[src/rtl/pong_pkg.sv]
// Shared types and default geometry for the multi-ball Pong engine.
package pong_pkg;

  typedef enum logic [1:0] {
    IDLE      = 2'd0,
    PLAY      = 2'd1,
    SCORED    = 2'd2,
    GAME_OVER = 2'd3
  } game_state_t;

  localparam int DEF_COORD_W       = 11;
  localparam int DEF_SCORE_W       = 4;
  localparam int DEF_WIN_SCORE     = 11;
  localparam int DEF_BALL_STEP     = 5;
  localparam int DEF_BALL_R        = 15;
  localparam int DEF_LEFT_BORDER   = 160;
  localparam int DEF_RIGHT_BORDER  = 1120;
  localparam int DEF_TOP_BORDER    = 128;
  localparam int DEF_BOTTOM_BORDER = 896;
  localparam int DEF_PADDLE_L_X    = 225;
  localparam int DEF_PADDLE_R_X    = 1030;
  localparam int DEF_PADDLE_W      = 25;
  localparam int DEF_PADDLE_H      = 125;
  localparam int DEF_CENTER_X      = 500;
  localparam int DEF_CENTER_Y      = 500;
  localparam int DEF_SERVE_DELAY   = 60;

  // Two guard bits above the widest supported coordinate keep every
  // "coordinate minus radius" test signed and free of underflow.
  localparam int MAX_COORD_W = 16;
  typedef logic signed [MAX_COORD_W+1:0] scoord_t;

  function automatic scoord_t widen(input int v);
    return scoord_t'(v);
  endfunction

endpackage

[src/rtl/pong_ball_core.sv]
// One Pong game: serve/play/score/game-over FSM, ball physics and scores.
// Defining PONG_SPEED_RAMP_EN adds a per-game step that grows on paddle hits.
module pong_ball_core
  import pong_pkg::*;
#(
  parameter int COORD_W       = DEF_COORD_W,
  parameter int SCORE_W       = DEF_SCORE_W,
  parameter int WIN_SCORE     = DEF_WIN_SCORE,
  parameter int BALL_STEP     = DEF_BALL_STEP,
  parameter int BALL_R        = DEF_BALL_R,
  parameter int LEFT_BORDER   = DEF_LEFT_BORDER,
  parameter int RIGHT_BORDER  = DEF_RIGHT_BORDER,
  parameter int TOP_BORDER    = DEF_TOP_BORDER,
  parameter int BOTTOM_BORDER = DEF_BOTTOM_BORDER,
  parameter int PADDLE_L_X    = DEF_PADDLE_L_X,
  parameter int PADDLE_R_X    = DEF_PADDLE_R_X,
  parameter int PADDLE_W      = DEF_PADDLE_W,
  parameter int PADDLE_H      = DEF_PADDLE_H,
  parameter int CENTER_X      = DEF_CENTER_X,
  parameter int CENTER_Y      = DEF_CENTER_Y,
  parameter int SERVE_DELAY   = DEF_SERVE_DELAY
) (
  input  logic               i_clock,
  input  logic               i_reset,
  input  logic               i_frame_tick,
  input  logic               i_serve_req,
  input  logic [COORD_W-1:0] i_paddle_l_y,
  input  logic [COORD_W-1:0] i_paddle_r_y,
  output logic [COORD_W-1:0] o_ball_x,
  output logic [COORD_W-1:0] o_ball_y,
  output logic [SCORE_W-1:0] o_score_l,
  output logic [SCORE_W-1:0] o_score_r,
  output game_state_t        o_game_state,
  output logic               o_point_pulse
);

  localparam int                 CNT_W      = (SERVE_DELAY > 1) ? $clog2(SERVE_DELAY) : 1;
  localparam logic [CNT_W-1:0]   CNT_LAST   = CNT_W'(SERVE_DELAY - 1);
  localparam logic [SCORE_W-1:0] SCORE_LAST = SCORE_W'(WIN_SCORE - 1);
  localparam scoord_t            Y_MIN      = widen(TOP_BORDER + BALL_R);
  localparam scoord_t            Y_MAX      = widen(BOTTOM_BORDER - BALL_R);

  game_state_t        r_state, w_state_nxt;
  logic [COORD_W-1:0] r_x, r_y, w_x_nxt, w_y_nxt;
  logic               r_dx_pos, r_dy_pos, r_serve_dy_pos;
  logic               w_dx_nxt, w_dy_nxt, w_serve_dy_nxt;
  logic [SCORE_W-1:0] r_score_l, r_score_r, w_score_l_nxt, w_score_r_nxt;
  logic [CNT_W-1:0]   r_cnt, w_cnt_nxt;
  logic               r_point, w_point_nxt;
  logic               w_serve;

  scoord_t w_x, w_y, w_pl_y, w_pr_y, w_step, w_mx, w_my;
  logic    w_top, w_bot, w_hit_l, w_hit_r, w_miss_l, w_miss_r, w_dx_new, w_dy_new;

  assign w_x    = widen(int'(r_x));
  assign w_y    = widen(int'(r_y));
  assign w_pl_y = widen(int'(i_paddle_l_y));
  assign w_pr_y = widen(int'(i_paddle_r_y));

  assign w_top    = (w_y - widen(BALL_R)) <= widen(TOP_BORDER);
  assign w_bot    = (w_y + widen(BALL_R)) >= widen(BOTTOM_BORDER);
  assign w_hit_l  = !r_dx_pos && ((w_x - widen(BALL_R)) <= widen(PADDLE_L_X + PADDLE_W))
                    && (w_pl_y <= w_y) && (w_y < w_pl_y + widen(PADDLE_H));
  assign w_hit_r  = r_dx_pos && ((w_x + widen(BALL_R)) >= widen(PADDLE_R_X))
                    && (w_pr_y <= w_y) && (w_y < w_pr_y + widen(PADDLE_H));
  assign w_miss_l = (w_x - widen(BALL_R)) <= widen(LEFT_BORDER);
  assign w_miss_r = (w_x + widen(BALL_R)) >= widen(RIGHT_BORDER);

  assign w_dx_new = w_hit_l ? 1'b1 : (w_hit_r ? 1'b0 : r_dx_pos);
  assign w_dy_new = (w_top && !r_dy_pos) ? 1'b1 : ((w_bot && r_dy_pos) ? 1'b0 : r_dy_pos);
  assign w_mx     = w_x + (w_dx_new ? w_step : -w_step);

  always_comb begin
    w_my = w_y + (w_dy_new ? w_step : -w_step);
    if (w_my < Y_MIN)      w_my = Y_MIN;
    else if (w_my > Y_MAX) w_my = Y_MAX;
  end

`ifdef PONG_SPEED_RAMP_EN
  localparam int STEP_W = $clog2(2 * BALL_STEP + 1);
  logic [STEP_W-1:0] r_step, w_step_nxt;

  assign w_step = widen(int'(r_step));

  always_comb begin
    w_step_nxt = r_step;
    if (w_serve || w_point_nxt)
      w_step_nxt = STEP_W'(BALL_STEP);
    else if (r_state == PLAY && i_frame_tick && (w_hit_l || w_hit_r)
             && r_step < STEP_W'(2 * BALL_STEP))
      w_step_nxt = r_step + 1'b1;
  end

  always_ff @(posedge i_clock or posedge i_reset) begin
    if (i_reset) r_step <= STEP_W'(BALL_STEP);
    else         r_step <= w_step_nxt;
  end
`else
  assign w_step = widen(BALL_STEP);
`endif

  always_comb begin
    // NOTE: every target gets a default first so no path can infer a latch.
    w_state_nxt    = r_state;
    w_x_nxt        = r_x;
    w_y_nxt        = r_y;
    w_dx_nxt       = r_dx_pos;
    w_dy_nxt       = r_dy_pos;
    w_serve_dy_nxt = r_serve_dy_pos;
    w_score_l_nxt  = r_score_l;
    w_score_r_nxt  = r_score_r;
    w_cnt_nxt      = r_cnt;
    w_point_nxt    = 1'b0;
    w_serve        = 1'b0;

    unique case (r_state)
      IDLE: w_serve = i_serve_req;
      GAME_OVER: begin
        if (i_serve_req) begin
          w_serve       = 1'b1;
          w_score_l_nxt = '0;
          w_score_r_nxt = '0;
          w_dx_nxt      = 1'b1;
        end
      end
      SCORED: begin
        if (i_frame_tick) begin
          if (r_cnt == CNT_LAST) begin
            w_serve   = 1'b1;
            w_cnt_nxt = '0;
          end else begin
            w_cnt_nxt = r_cnt + 1'b1;
          end
        end
      end
      PLAY: begin
        if (i_frame_tick) begin
          w_dy_nxt = w_dy_new;
          if (!w_hit_l && !w_hit_r && (w_miss_l || w_miss_r)) begin
            w_point_nxt = 1'b1;
            w_x_nxt     = COORD_W'(CENTER_X);
            w_y_nxt     = COORD_W'(CENTER_Y);
            w_cnt_nxt   = '0;
            // The next serve heads toward whoever conceded.
            w_dx_nxt    = !w_miss_l;
            if (w_miss_l) begin
              w_score_r_nxt = r_score_r + 1'b1;
              w_state_nxt   = (r_score_r == SCORE_LAST) ? GAME_OVER : SCORED;
            end else begin
              w_score_l_nxt = r_score_l + 1'b1;
              w_state_nxt   = (r_score_l == SCORE_LAST) ? GAME_OVER : SCORED;
            end
          end else begin
            w_dx_nxt = w_dx_new;
            w_x_nxt  = w_mx[COORD_W-1:0];
            w_y_nxt  = w_my[COORD_W-1:0];
          end
        end
      end
      default: ;
    endcase

    if (w_serve) begin
      w_state_nxt    = PLAY;
      w_dy_nxt       = r_serve_dy_pos;
      w_serve_dy_nxt = !r_serve_dy_pos;
    end
  end

  always_ff @(posedge i_clock or posedge i_reset) begin
    if (i_reset) begin
      r_state        <= IDLE;
      r_x            <= COORD_W'(CENTER_X);
      r_y            <= COORD_W'(CENTER_Y);
      r_dx_pos       <= 1'b1;
      r_dy_pos       <= 1'b0;
      r_serve_dy_pos <= 1'b0;
      r_score_l      <= '0;
      r_score_r      <= '0;
      r_cnt          <= '0;
      r_point        <= 1'b0;
    end else begin
      // NOTE: non-blocking so every register samples the pre-edge values.
      r_state        <= w_state_nxt;
      r_x            <= w_x_nxt;
      r_y            <= w_y_nxt;
      r_dx_pos       <= w_dx_nxt;
      r_dy_pos       <= w_dy_nxt;
      r_serve_dy_pos <= w_serve_dy_nxt;
      r_score_l      <= w_score_l_nxt;
      r_score_r      <= w_score_r_nxt;
      r_cnt          <= w_cnt_nxt;
      r_point        <= w_point_nxt;
    end
  end

  assign o_ball_x      = r_x;
  assign o_ball_y      = r_y;
  assign o_score_l     = r_score_l;
  assign o_score_r     = r_score_r;
  assign o_game_state  = r_state;
  assign o_point_pulse = r_point;

endmodule

[src/rtl/pong_multi_ball_engine.sv]
// NUM_GAMES independent Pong cores behind packed per-game ports.
// Optional feature macro: PONG_SPEED_RAMP_EN (ball speeds up on paddle hits).
module pong_multi_ball_engine
  import pong_pkg::*;
#(
  parameter int NUM_GAMES     = 2,
  parameter int COORD_W       = DEF_COORD_W,
  parameter int SCORE_W       = DEF_SCORE_W,
  parameter int WIN_SCORE     = DEF_WIN_SCORE,
  parameter int BALL_STEP     = DEF_BALL_STEP,
  parameter int BALL_R        = DEF_BALL_R,
  parameter int LEFT_BORDER   = DEF_LEFT_BORDER,
  parameter int RIGHT_BORDER  = DEF_RIGHT_BORDER,
  parameter int TOP_BORDER    = DEF_TOP_BORDER,
  parameter int BOTTOM_BORDER = DEF_BOTTOM_BORDER,
  parameter int PADDLE_L_X    = DEF_PADDLE_L_X,
  parameter int PADDLE_R_X    = DEF_PADDLE_R_X,
  parameter int PADDLE_W      = DEF_PADDLE_W,
  parameter int PADDLE_H      = DEF_PADDLE_H,
  parameter int CENTER_X      = DEF_CENTER_X,
  parameter int CENTER_Y      = DEF_CENTER_Y,
  parameter int SERVE_DELAY   = DEF_SERVE_DELAY
) (
  input  logic                           clock,
  input  logic                           reset,
  input  logic                           frame_tick,
  input  logic [NUM_GAMES*COORD_W-1:0]   paddle_l_y,
  input  logic [NUM_GAMES*COORD_W-1:0]   paddle_r_y,
  input  logic [NUM_GAMES-1:0]           serve_req,
  output logic [NUM_GAMES*COORD_W-1:0]   ball_x,
  output logic [NUM_GAMES*COORD_W-1:0]   ball_y,
  output logic [NUM_GAMES*SCORE_W-1:0]   score_l,
  output logic [NUM_GAMES*SCORE_W-1:0]   score_r,
  output logic [NUM_GAMES*2-1:0]         game_state,
  output logic [NUM_GAMES-1:0]           point_pulse
);

  for (genvar g = 0; g < NUM_GAMES; g++) begin : g_game
    game_state_t w_state;

    pong_ball_core #(
      .COORD_W      (COORD_W),
      .SCORE_W      (SCORE_W),
      .WIN_SCORE    (WIN_SCORE),
      .BALL_STEP    (BALL_STEP),
      .BALL_R       (BALL_R),
      .LEFT_BORDER  (LEFT_BORDER),
      .RIGHT_BORDER (RIGHT_BORDER),
      .TOP_BORDER   (TOP_BORDER),
      .BOTTOM_BORDER(BOTTOM_BORDER),
      .PADDLE_L_X   (PADDLE_L_X),
      .PADDLE_R_X   (PADDLE_R_X),
      .PADDLE_W     (PADDLE_W),
      .PADDLE_H     (PADDLE_H),
      .CENTER_X     (CENTER_X),
      .CENTER_Y     (CENTER_Y),
      .SERVE_DELAY  (SERVE_DELAY)
    ) u_core (
      .i_clock      (clock),
      .i_reset      (reset),
      .i_frame_tick (frame_tick),
      .i_serve_req  (serve_req[g]),
      .i_paddle_l_y (paddle_l_y[g*COORD_W +: COORD_W]),
      .i_paddle_r_y (paddle_r_y[g*COORD_W +: COORD_W]),
      .o_ball_x     (ball_x[g*COORD_W +: COORD_W]),
      .o_ball_y     (ball_y[g*COORD_W +: COORD_W]),
      .o_score_l    (score_l[g*SCORE_W +: SCORE_W]),
      .o_score_r    (score_r[g*SCORE_W +: SCORE_W]),
      .o_game_state (w_state),
      .o_point_pulse(point_pulse[g])
    );

    assign game_state[g*2 +: 2] = w_state;
  end

endmodule

[config.mk]
export PLATFORM = sky130hd
export DESIGN_NAME = pong_multi_ball_engine
export DESIGN_NICKNAME = d
export VERILOG_FILES = /design/src/rtl/pong_pkg.sv /design/src/rtl/pong_ball_core.sv /design/src/rtl/pong_multi_ball_engine.sv
export SDC_FILE = /design/constraint.sdc
export NUM_CORES = 1
export LEC_CHECK = 0
export CAP_MARGIN = 30
export CORE_ASPECT_RATIO = 1.5
export CORE_MARGIN = 2
export CORE_UTILIZATION = 34
export CTS_BUF_LIST = sky130_fd_sc_hd__clkbuf_16
export CTS_CLUSTER_DIAMETER = 100
export CTS_CLUSTER_SIZE = 14
export DETAILED_ROUTE_END_ITERATION = 12
export PLACE_DENSITY_LB_ADDON = 0.25
export SYNTH_ARGS = -nofsm -noshare
export SYNTH_HDL_FRONTEND = slang
export SYNTH_SLANG_ARGS = --single-unit
[constraint.sdc]
create_clock -name clock -period 5.55 [get_ports clock]
set_input_delay 0.8325 -clock clock [delete_from_list [all_inputs] [get_ports clock]]
set_output_delay 0.8325 -clock clock [all_outputs]
set_load 0.005 [all_outputs]
==> flow_summary.ini <==
[placed_design]
place_area_mm2 = 0.0120
dp.cells = 1749
place_hpwl_mm = 25.0
port-buffer-count = 114
pre_cts_ws_ns = -0.340
gp_congestion = 0.914

[worst_setup_path]
critPathLaunch = paddle_r_y[5]
path_class = primary input to register
r2r-start = g_game[0].u_core.o_ball_y[5]
endpoint_kind = register
rr_worst_depth = 14
startpoint_type = primary input
rr_endpoint = g_game[0].u_core.o_ball_y[1]
cp.arrival_ns = 5.57
required_ns = 5.78
critPathMaxFanout = 7
r2r_slack_ns = 0.68
endpoint = g_game[0].u_core.o_ball_x[9]

[clock_network]
clkSinkCount = 84
htree_levels = 3
clk_latency_ns = 0.35
cts-root-buf = clkbuf_16
cts_hold_buffers = 0
cts_buffer_depth = 2
cts_tree = done
path_clk_slew_ns = 0.06
cts_buffers = 9

[detailed_routing]
vias = 10200
antenna_left = 0
drt_pass1_iterations = 7
drtIter0Drc = 610
finalWirelength_mm = 32.7
viasPerCell = 5.77
detail_route.wl_per_cell_um = 18.5
drc = 0

[synth]
synth.most_common_cell = ha_1
synth_seq_cells = 84
syn_avg_cell_area_um2 = 8.21
ys_seq_area_share_pct = 21.4
synth.area.top_cells = ha_1 (17%), dfrtp_1 (15%), dfstp_2 (6.8%)
synthCells = 1215
synth_cell_types = 102
syn_nets = 1402
synth_edf_count = 0
async_flop_share_pct = 100
syn_area_mm2 = 0.00998
synth_common_cells = ha_1 (136), nand2_1 (96), nor2_1 (80)
ys.flop_type = dfrtp_1
post-synth-top-area-cell = ha_1
yosysTopAreaCellShare_pct = 17.0
ys_warn_count = 0

[sta]
setup_viol = 0
fmax_mhz = 187
worst_slew_pin_slew_ns = 0.865
maxSlewHeadroom_pct = 42.3
period_share_pct = 96.2
fin_tns_setup_ns = 0
rsz0062_at_grt = true
finClkSkew_ns = 0.00772
finalWorstSetupSlack_ns = 0.214
report.final.slew_viol_count = 0
hold_viol_final = 0
period_minus_slack_ns = 5.34

[layout]
fin_nets = 1560
post-route-util_pct = 43.2
drive_gt1_share_pct = 13.9
area_delta_synth_final_pct = 24.6
n_antenna_cell = 0
multi_input_area_mm2 = 0.00742
n_fill_cell = 2890
final_area_mm2 = 0.0124
fin_cells = 1768
register_area_mm2 = 0.00213

[die]
ioPinCount = 115
rows = 76
die_area_mm2 = 0.0308
start_util_pct = 34.6
die_h_um = 214
fp.dieW_um = 144
core_mm2 = 0.0288

[global_route]
grt_pass1_wl_mm = 52.1
grt_pass1_vias = 10200
grt.total_usage_pct = 21.4
grt-ovfl-total = 0
grt_antenna_before_repair = 0
grt_start_max_net_pins = 47

[job]
maxCapViolCount = 0

[min_path]
worstHoldPathType = register to register

[pwr]
vdd_drop_max_v = 0.000221
power_density_mw_per_mm2 = 582
power.leakage_nw = 5.36

[status]
status = finished clean
## state kept, by name, summed over array words and instances, names as in the netlist
| register | count |
|---|---|
| g_game.u_core.o_ball_y | 22 |
| g_game.u_core.o_point_pulse | 2 |
| g_game.u_core.o_ball_x | 22 |
| g_game.u_core.r_dx_pos | 2 |
| g_game.u_core.o_score_l | 8 |
| g_game.u_core.r_serve_dy_pos | 2 |
| g_game.u_core.o_game_state | 4 |
| g_game.u_core.r_cnt | 12 |
| g_game.u_core.r_dy_pos | 2 |
| g_game.u_core.o_score_r | 8 |
## kinds of logic (layout without fill, tap and decap cells)
group	count (synthesis)	after routing	synth area share [%]
AOI/OAI and AO/OA	361	361	25.3
xor gates and xnor gates	73	73	6.41
adders and majority gates	140	140	17.7
buffers and inverters	129	292	5.55
DFF	84	84	21.4
muxes	20	20	2.04
and+or+nand+nor	408	408	21.7
## through the flow
stage / total power [mW] / hold slack, ns
after floorplan: 4.56 / 0.441
after global placement: 6.28 / 0.454
after detailed placement: 6.33 / 0.464
after CTS: 7.08 / 0.475
after global routing: 7.86 / 0.502
final: 7.24 / 0.471
## per-layer routing
metal | global-route usage [%] | vias to the layer above | routed length (um)
li1 | - | 4873 | -
met4 | 11.3 | 0 | 1780
met2 | 39.7 | 330 | 16800
met1 | 23.6 | 4897 | 12700
met3 | 2.34 | 106 | 1330
met5 | 0 | - | 0
## layout by cell type (no fill, tap or decap), drive strengths merged, types with 38 or more instances in the layout
cell,count
ha,136
clkdlybuf4s50,114
nand2,98
buf,84
o21ai,84
nor2,82
inv,77
a21oi,68
dfrtp,58
nor3,39
xnor2,38
## cell type report
| cell class | count | share of cell area [%] |
|---|---|---|
| Multi-Input combinational cell | 1002 | 59.6 |
| Sequential cell | 84 | 17.2 |
| Timing Repair Buffer | 198 | 14.2 |
| Tap cell | 390 | 3.92 |
| Inverter | 78 | 2.43 |
| Clock buffer | 9 | 1.81 |
| Clock inverter | 7 | 0.865 |
## critical path, cell delays in order
cell	delay (ns)
clkdlybuf4s50_1	0.43
or4_4	0.55
or3_4	0.35
nand2_2	0.09
xor2_2	0.16
ha_1	0.27
and3_4	0.20
buf_4	0.13
o211a_1	0.12
o21ai_1	0.12
a31oi_1	0.14
nor4_2	0.32
o21ba_2	0.21
buf_4	0.15
ha_1	0.23
a21o_1	0.19
a21oi_2	0.15
o21bai_1	0.09
a21oi_2	0.15
o21ai_1	0.10
a21o_1	0.18
a21oi_1	0.17
xor2_1	0.14
o21ai_0	0.08
## worst min-delay path by stage
stage | from | endpoint | slack [ns] | cells past startpoint
floorplan | g_game[1].u_core.r_serve_dy_pos | g_game[1].u_core.r_serve_dy_pos | 0.44 | 1
global placement | g_game[1].u_core.r_serve_dy_pos | g_game[1].u_core.r_serve_dy_pos | 0.45 | 1
detailed placement | g_game[0].u_core.r_serve_dy_pos | g_game[0].u_core.r_serve_dy_pos | 0.46 | 1
CTS | g_game[1].u_core.r_serve_dy_pos | g_game[1].u_core.r_serve_dy_pos | 0.47 | 1
global route | g_game[1].u_core.r_serve_dy_pos | g_game[1].u_core.r_serve_dy_pos | 0.50 | 1
finish | g_game[1].u_core.r_serve_dy_pos | g_game[1].u_core.r_serve_dy_pos | 0.47 | 1
## report_power, final
group	total [mW]	switching (mW)	leakage (nW)	internal, mW
clock network	0.703	0.268	0.168	0.436
registers	1.49	0.570	1.02	0.920
logic	5.04	2.77	4.17	2.27
## what timing repair did
action                                  4_1_cts  5_1_grt
endpoints found under the setup margin        0       10
resized for setup                             0       30
buffers inserted                              0        3
hold endpoints to repair                      0        0
Power figures use the tool's default switching activity.
